File: src/rtl/branch_target_table.sv
// Label-pointer to PC-target lookup table: target = entry + segment base, entries loaded at run time.
// Lookup latency is one cycle. The table clears itself for DEPTH cycles after reset or clr.
// Backpressure: wr_ready is low while the table is clearing, and the loader holds wr_valid until it is accepted.
module branch_target_table #(
    parameter int                     ADDR_W     = 5,
    parameter int                     TARGET_W   = 12,
    parameter logic [TARGET_W-1:0]    RESET_BASE = '0
) (
    input  logic                Clk,
    input  logic                Reset_n,
    input  logic                clr,
    input  logic                wr_valid,
    output logic                wr_ready,
    input  logic [ADDR_W-1:0]   wr_addr,
    input  logic [TARGET_W-1:0] wr_target,
    input  logic                base_wr,
    input  logic [TARGET_W-1:0] base_in,
    input  logic                rd_en,
    input  logic [ADDR_W-1:0]   rd_addr,
    output logic [TARGET_W-1:0] Target,
    output logic                rd_valid,
    output logic                rd_hit,
    output logic                init_done
);

    localparam int DEPTH = 1 << ADDR_W;

    typedef enum logic {ST_INIT, ST_READY} state_t;

    state_t                state_q, state_d;
    logic [ADDR_W-1:0]     cnt_q, cnt_d;
    logic [TARGET_W-1:0]   base_q, base_d;
    logic [TARGET_W-1:0]   target_q, target_d;
    logic                  rd_valid_q;
    logic                  rd_hit_q, rd_hit_d;
    logic [TARGET_W-1:0]   rd_sum;

    logic [TARGET_W-1:0]   mem_q [DEPTH];
    logic [DEPTH-1:0]      vld_q;

    logic                  mem_we;
    logic [ADDR_W-1:0]     mem_waddr;
    logic [TARGET_W-1:0]   mem_wdat;
    logic                  mem_wvld;

    always_ff @(posedge Clk or negedge Reset_n) begin
        if (!Reset_n) begin
            state_q    <= ST_INIT;
            cnt_q      <= '0;
            base_q     <= RESET_BASE;
            target_q   <= '0;
            rd_valid_q <= 1'b0;
            rd_hit_q   <= 1'b0;
        end else begin
            state_q    <= state_d;
            cnt_q      <= cnt_d;
            base_q     <= base_d;
            rd_valid_q <= rd_en;
            if (rd_en) begin
                target_q <= target_d;
                rd_hit_q <= rd_hit_d;
            end
        end
    end

    // A single write port serves both the clearing sweep and the loader.
    always_comb begin
        state_d   = state_q;
        cnt_d     = cnt_q;
        base_d    = base_q;
        mem_we    = 1'b0;
        mem_waddr = wr_addr;
        mem_wdat  = wr_target;
        mem_wvld  = 1'b1;
        case (state_q)
            ST_INIT: begin
                mem_we    = 1'b1;
                mem_waddr = cnt_q;
                mem_wdat  = '0;
                mem_wvld  = 1'b0;
                cnt_d     = cnt_q + ADDR_W'(1);
                if (cnt_q == ADDR_W'(DEPTH - 1)) begin
                    state_d = ST_READY;
                end
                if (base_wr) begin
                    base_d = base_in;
                end
            end
            ST_READY: begin
                if (clr) begin
                    state_d = ST_INIT;
                    cnt_d   = '0;
                    base_d  = RESET_BASE;
                end else begin
                    if (base_wr) begin
                        base_d = base_in;
                    end
                    mem_we = wr_valid;
                end
            end
            default: state_d = ST_INIT;
        endcase
    end

    // Read sees pre-edge entry, valid bit and base, giving read-before-write.
    always_comb begin
        rd_hit_d = (state_q == ST_READY) && vld_q[rd_addr];
        rd_sum   = mem_q[rd_addr] + base_q;
        target_d = rd_hit_d ? rd_sum : '0;
    end

    always_ff @(posedge Clk) begin
        if (mem_we) begin
            mem_q[mem_waddr] <= mem_wdat;
            vld_q[mem_waddr] <= mem_wvld;
        end
    end

    assign wr_ready  = (state_q == ST_READY);
    assign init_done = (state_q == ST_READY);
    assign Target    = target_q;
    assign rd_valid  = rd_valid_q;
    assign rd_hit    = rd_hit_q;

endmodule

File: config.mk
export PLATFORM = sky130hd
export DESIGN_NAME = branch_target_table
export DESIGN_NICKNAME = d
export VERILOG_FILES = /design/src/rtl/branch_target_table.sv
export SDC_FILE = /design/constraint.sdc
export NUM_CORES = 1
export LEC_CHECK = 0
export ABC_AREA = 0
export BUFFER_PORTS_ARGS = -buffer_cell sky130_fd_sc_hd__buf_2
export CAP_MARGIN = 40
export CELL_PAD_IN_SITES_DETAIL_PLACEMENT = 0
export CELL_PAD_IN_SITES_GLOBAL_PLACEMENT = 2
export CORE_MARGIN = 1.5
export CORE_UTILIZATION = 44
export DETAILED_ROUTE_END_ITERATION = 7
export PLACE_DENSITY = 0.82
export SETUP_SLACK_MARGIN = 0.2
export SYNTH_ARGS = -nofsm -noshare
export SYNTH_HDL_FRONTEND = slang
export SYNTH_SLANG_ARGS = --single-unit
File: constraint.sdc
create_clock -name Clk -period 3.3 [get_ports Clk]
set_input_delay 0.66 -clock Clk [delete_from_list [all_inputs] [get_ports Clk]]
set_output_delay 0.66 -clock Clk [all_outputs]
set_load 0.02 [all_outputs]
==> flow_metrics.env <==
export IMPL_cts_sinks=448
export IMPL_finalWorstSetupSlack_ns=-0.0132
export IMPL_synth_top_area_share=0.699
export IMPL_yosys_top_cells_area="edfxtp_1 (70%), mux4_2 (16%), dfrtp_1 (4.5%)"
export IMPL_setup_violations_final=2
export IMPL_synthArstFlopShare=0.0714
export IMPL_die_width_um=204
export IMPL_required_ns=3.78
export IMPL_grt_setup_unrepaired="true"
export IMPL_antenna_found_initial=1
export IMPL_grt_max_degree=39
export IMPL_worstPathMaxFanout=8
export IMPL_synth_top_area_cell="edfxtp_1"
export IMPL_synth_compound_area_share=0.0226
export IMPL_fin_nets=1115
export IMPL_cts_buffers=46
export IMPL_final_antenna_net_count=0
export IMPL_yosys_top_cells_count="edfxtp_1 (416), mux4_2 (125), nor2_1 (51)"
export IMPL_cts_path_max_buffers=3
export IMPL_final_cell_area_sq_um=21800
export IMPL_die_h_um=204
export IMPL_final_util=0.547
export IMPL_path_class="in -> reg"
export IMPL_yosys_area_share_simple=0.0259
export IMPL_syn_area_per_cell_sq_um=20.9
export IMPL_row_count=73
export IMPL_clkLatencyLatePin_ns=0.57
export IMPL_clock_fmax_mhz=302
export IMPL_grt_use_met2=0.336
export IMPL_grt_usage=0.208
export IMPL_htree_num_levels=2
export IMPL_grt_pass1_wl_um=61900
export IMPL_max_stage_delay_ns=0.59
export IMPL_dr_pass1_iters=5
export IMPL_cpMaxStageDelayCell="or4b_2"
export IMPL_peakVddDrop_mv=0.340
export IMPL_worstMarginPinSlew_ns=0.853
export IMPL_synth_cell_types=46
export IMPL_clkTransAtPathRegs_ns=0.05
export IMPL_fin_crit_sh=1.00
export IMPL_root_buffer="clkbuf_16"
export IMPL_drt_iter0_drc=1122
export IMPL_dpl_cell_area_sq_um=19800
export IMPL_cp_start_kind="primary input"
export IMPL_fin_skew_ns=0.0185
export IMPL_tritoncts="done"
export IMPL_dp_slack_ns=-0.743
export IMPL_synth_area_sq_um=17900
export IMPL_num_vias=9131
export IMPL_timing_hold_ws_ns=0.208
export IMPL_grtUsageMet1=0.287
export IMPL_arrival_ns=3.79
export IMPL_synth_seq_area_share=0.744
export IMPL_ys_warn_count=0
export IMPL_synth_top_family_by_area="multiplexers"
export IMPL_multi_input_area_sq_um=4550
export IMPL_ys_ff_latch=448
export IMPL_synth_fa_ha_area_frac=0.0102
export IMPL_synthCells=853
export IMPL_cts_hold_buf=0
export IMPL_grt_pass1_vias=9619
export IMPL_hold_class="in -> async"
export IMPL_synth_edf_count=416
export IMPL_crit_chain="buf_16 > buf_12 > buf_4 > mux4_2 > mux4_2 > mux2_2 > ha_1 > or4b_2 > o211ai_1 > a211oi_2 > o22ai_1"
export IMPL_synth_xor_area_frac=0.00392
export IMPL_powerDensity_nw_per_um2=682
export IMPL_port_buffers=55
export IMPL_relSlewSlack=0.431
export IMPL_fillers=3007
export IMPL_dp_hpwl_um=25600
export IMPL_pin_count=56
export IMPL_synthFlopType="edfxtp_1"
export IMPL_synth_fp_nets=907
export IMPL_leakage_nw=7.64
export IMPL_routed_via_density=5.63
export IMPL_muxShareOfSynthArea=0.178
export IMPL_dieArea_sq_um=41800
export IMPL_drv_slew=0
export IMPL_end_kind="flop"
export IMPL_status="finished with violations"
export IMPL_post_route_min_period_ns=3.31
export IMPL_wl_per_cell_um=25.7
export IMPL_num_antenna_cells=0
export IMPL_wl_um=41700
export IMPL_area_growth_syn_to_layout_pct=22.2
export IMPL_start_util=0.447
export IMPL_grt_overflow_total=0
export IMPL_ff_latch_area_sq_um=13300
export IMPL_cpMostUsedCell="mux4_2"
export IMPL_coreArea_sq_um=39900
export IMPL_drive_gt1_frac=0.395
export IMPL_r2r_slack_ns=0
export IMPL_grt_met3_usage=0.0416
export IMPL_total_power_w=0.0149
export IMPL_busiest_layer="met2"
export IMPL_gp_congestion=0.783
export IMPL_maxCapViolCount=0
export IMPL_violations="negative setup slack"
export IMPL_yosysMostFrequentCell="edfxtp_1"
export IMPL_drc=0
export IMPL_finalHoldViolCount=0
## where the power goes
part	internal [W]	leakage (nW)	switching (W)
Sequential	0.00700	4.28	0.000215
Clock	0.00294	0.724	0.00210
Combinational	0.00112	2.64	0.00150
Total	0.0111	7.64	0.00382
## sequential cells by signal, summed over array words and instances (netlist names)
signal     flops
cnt_q          5
rd_hit         1
Target        12
init_done      1
vld_q         32
mem_q        384
base_q        12
rd_valid       1
## timing repair
action | CTS | global route
resized for setup | 48 | 10
hold endpoints to repair | 0 | 0
pin swaps | 13 | 13
setup endpoints to repair | 8 | 9
setup buffers | 16 | 3
cloned | 2 | 0
## per-layer routing
| metal | up-vias | routed length, um |
|---|---|---|
| li1 | 3944 | - |
| met1 | 4748 | 17300 |
| met2 | 381 | 20200 |
| met3 | 58 | 3340 |
| met4 | 0 | 869 |
| met5 | - | 0 |
## cells by family after synthesis
family,count (synthesis)
simple gates,103
compound gates,59
xor+xnor,8
fa+ha+maj,14
flops,448
mux,158
buf+inv,63
## per-stage QoR
step | setup TNS (ns) | std cells
after floorplan | -2.93 | 853
after global placement | -5.00 | 1513
after detailed placement | -5.26 | 1517
after CTS | -0.0294 | 1619
after global routing | -0.288 | 1622
final | -0.0211 | 1622
## critical path: cells and delay by family
kind,cells,cell delay (ns)
AOI/OAI and AO/OA,3,0.29
and+or+nand+nor,1,0.59
muxes,3,1.47
buffers and inverters,3,0.46
adders and majority gates,1,0.31
## cell type report
type                       count  share of cell area
multi-input combinational    342               0.208
clock buffer                  56              0.0579
sequential                   448               0.609
clock inverter                28             0.00941
tap                          525              0.0301
inverter                      24             0.00413
timing repair buffer         199              0.0808
## path summary, 6_finish.rpt
path / startpoint / cells past startpoint / endpoint
max: rd_addr[0] / 11 / Target[10]
min: Reset_n / 1 / base_q[9]
max reg2reg: mem_q[2][0] / 11 / Target[10]
min reg2reg: rd_hit / 2 / rd_hit
max in group asynchronous: Reset_n / 1 / init_done
min in group Clk: base_in[9] / 3 / base_q[9]
## placed cells by master (no fill, tap or decap), types with 6 or more instances in the layout
master / instances
mux4_2: 125
mux2_4: 9
buf_2: 53
dfrtp_1: 31
clkinv_2: 10
mux2_2: 6
nand2_1: 20
clkbuf_1: 6
buf_4: 107
edfxtp_1: 416
buf_8: 6
inv_1: 24
and2_1: 14
clkinv_1: 13
o22ai_1: 14
ha_4: 6
nor2_1: 51
buf_6: 10
o21ai_0: 8
buf_12: 19
clkbuf_16: 49
mux2i_1: 17
Note: power is estimated with default switching activity, not from simulation.
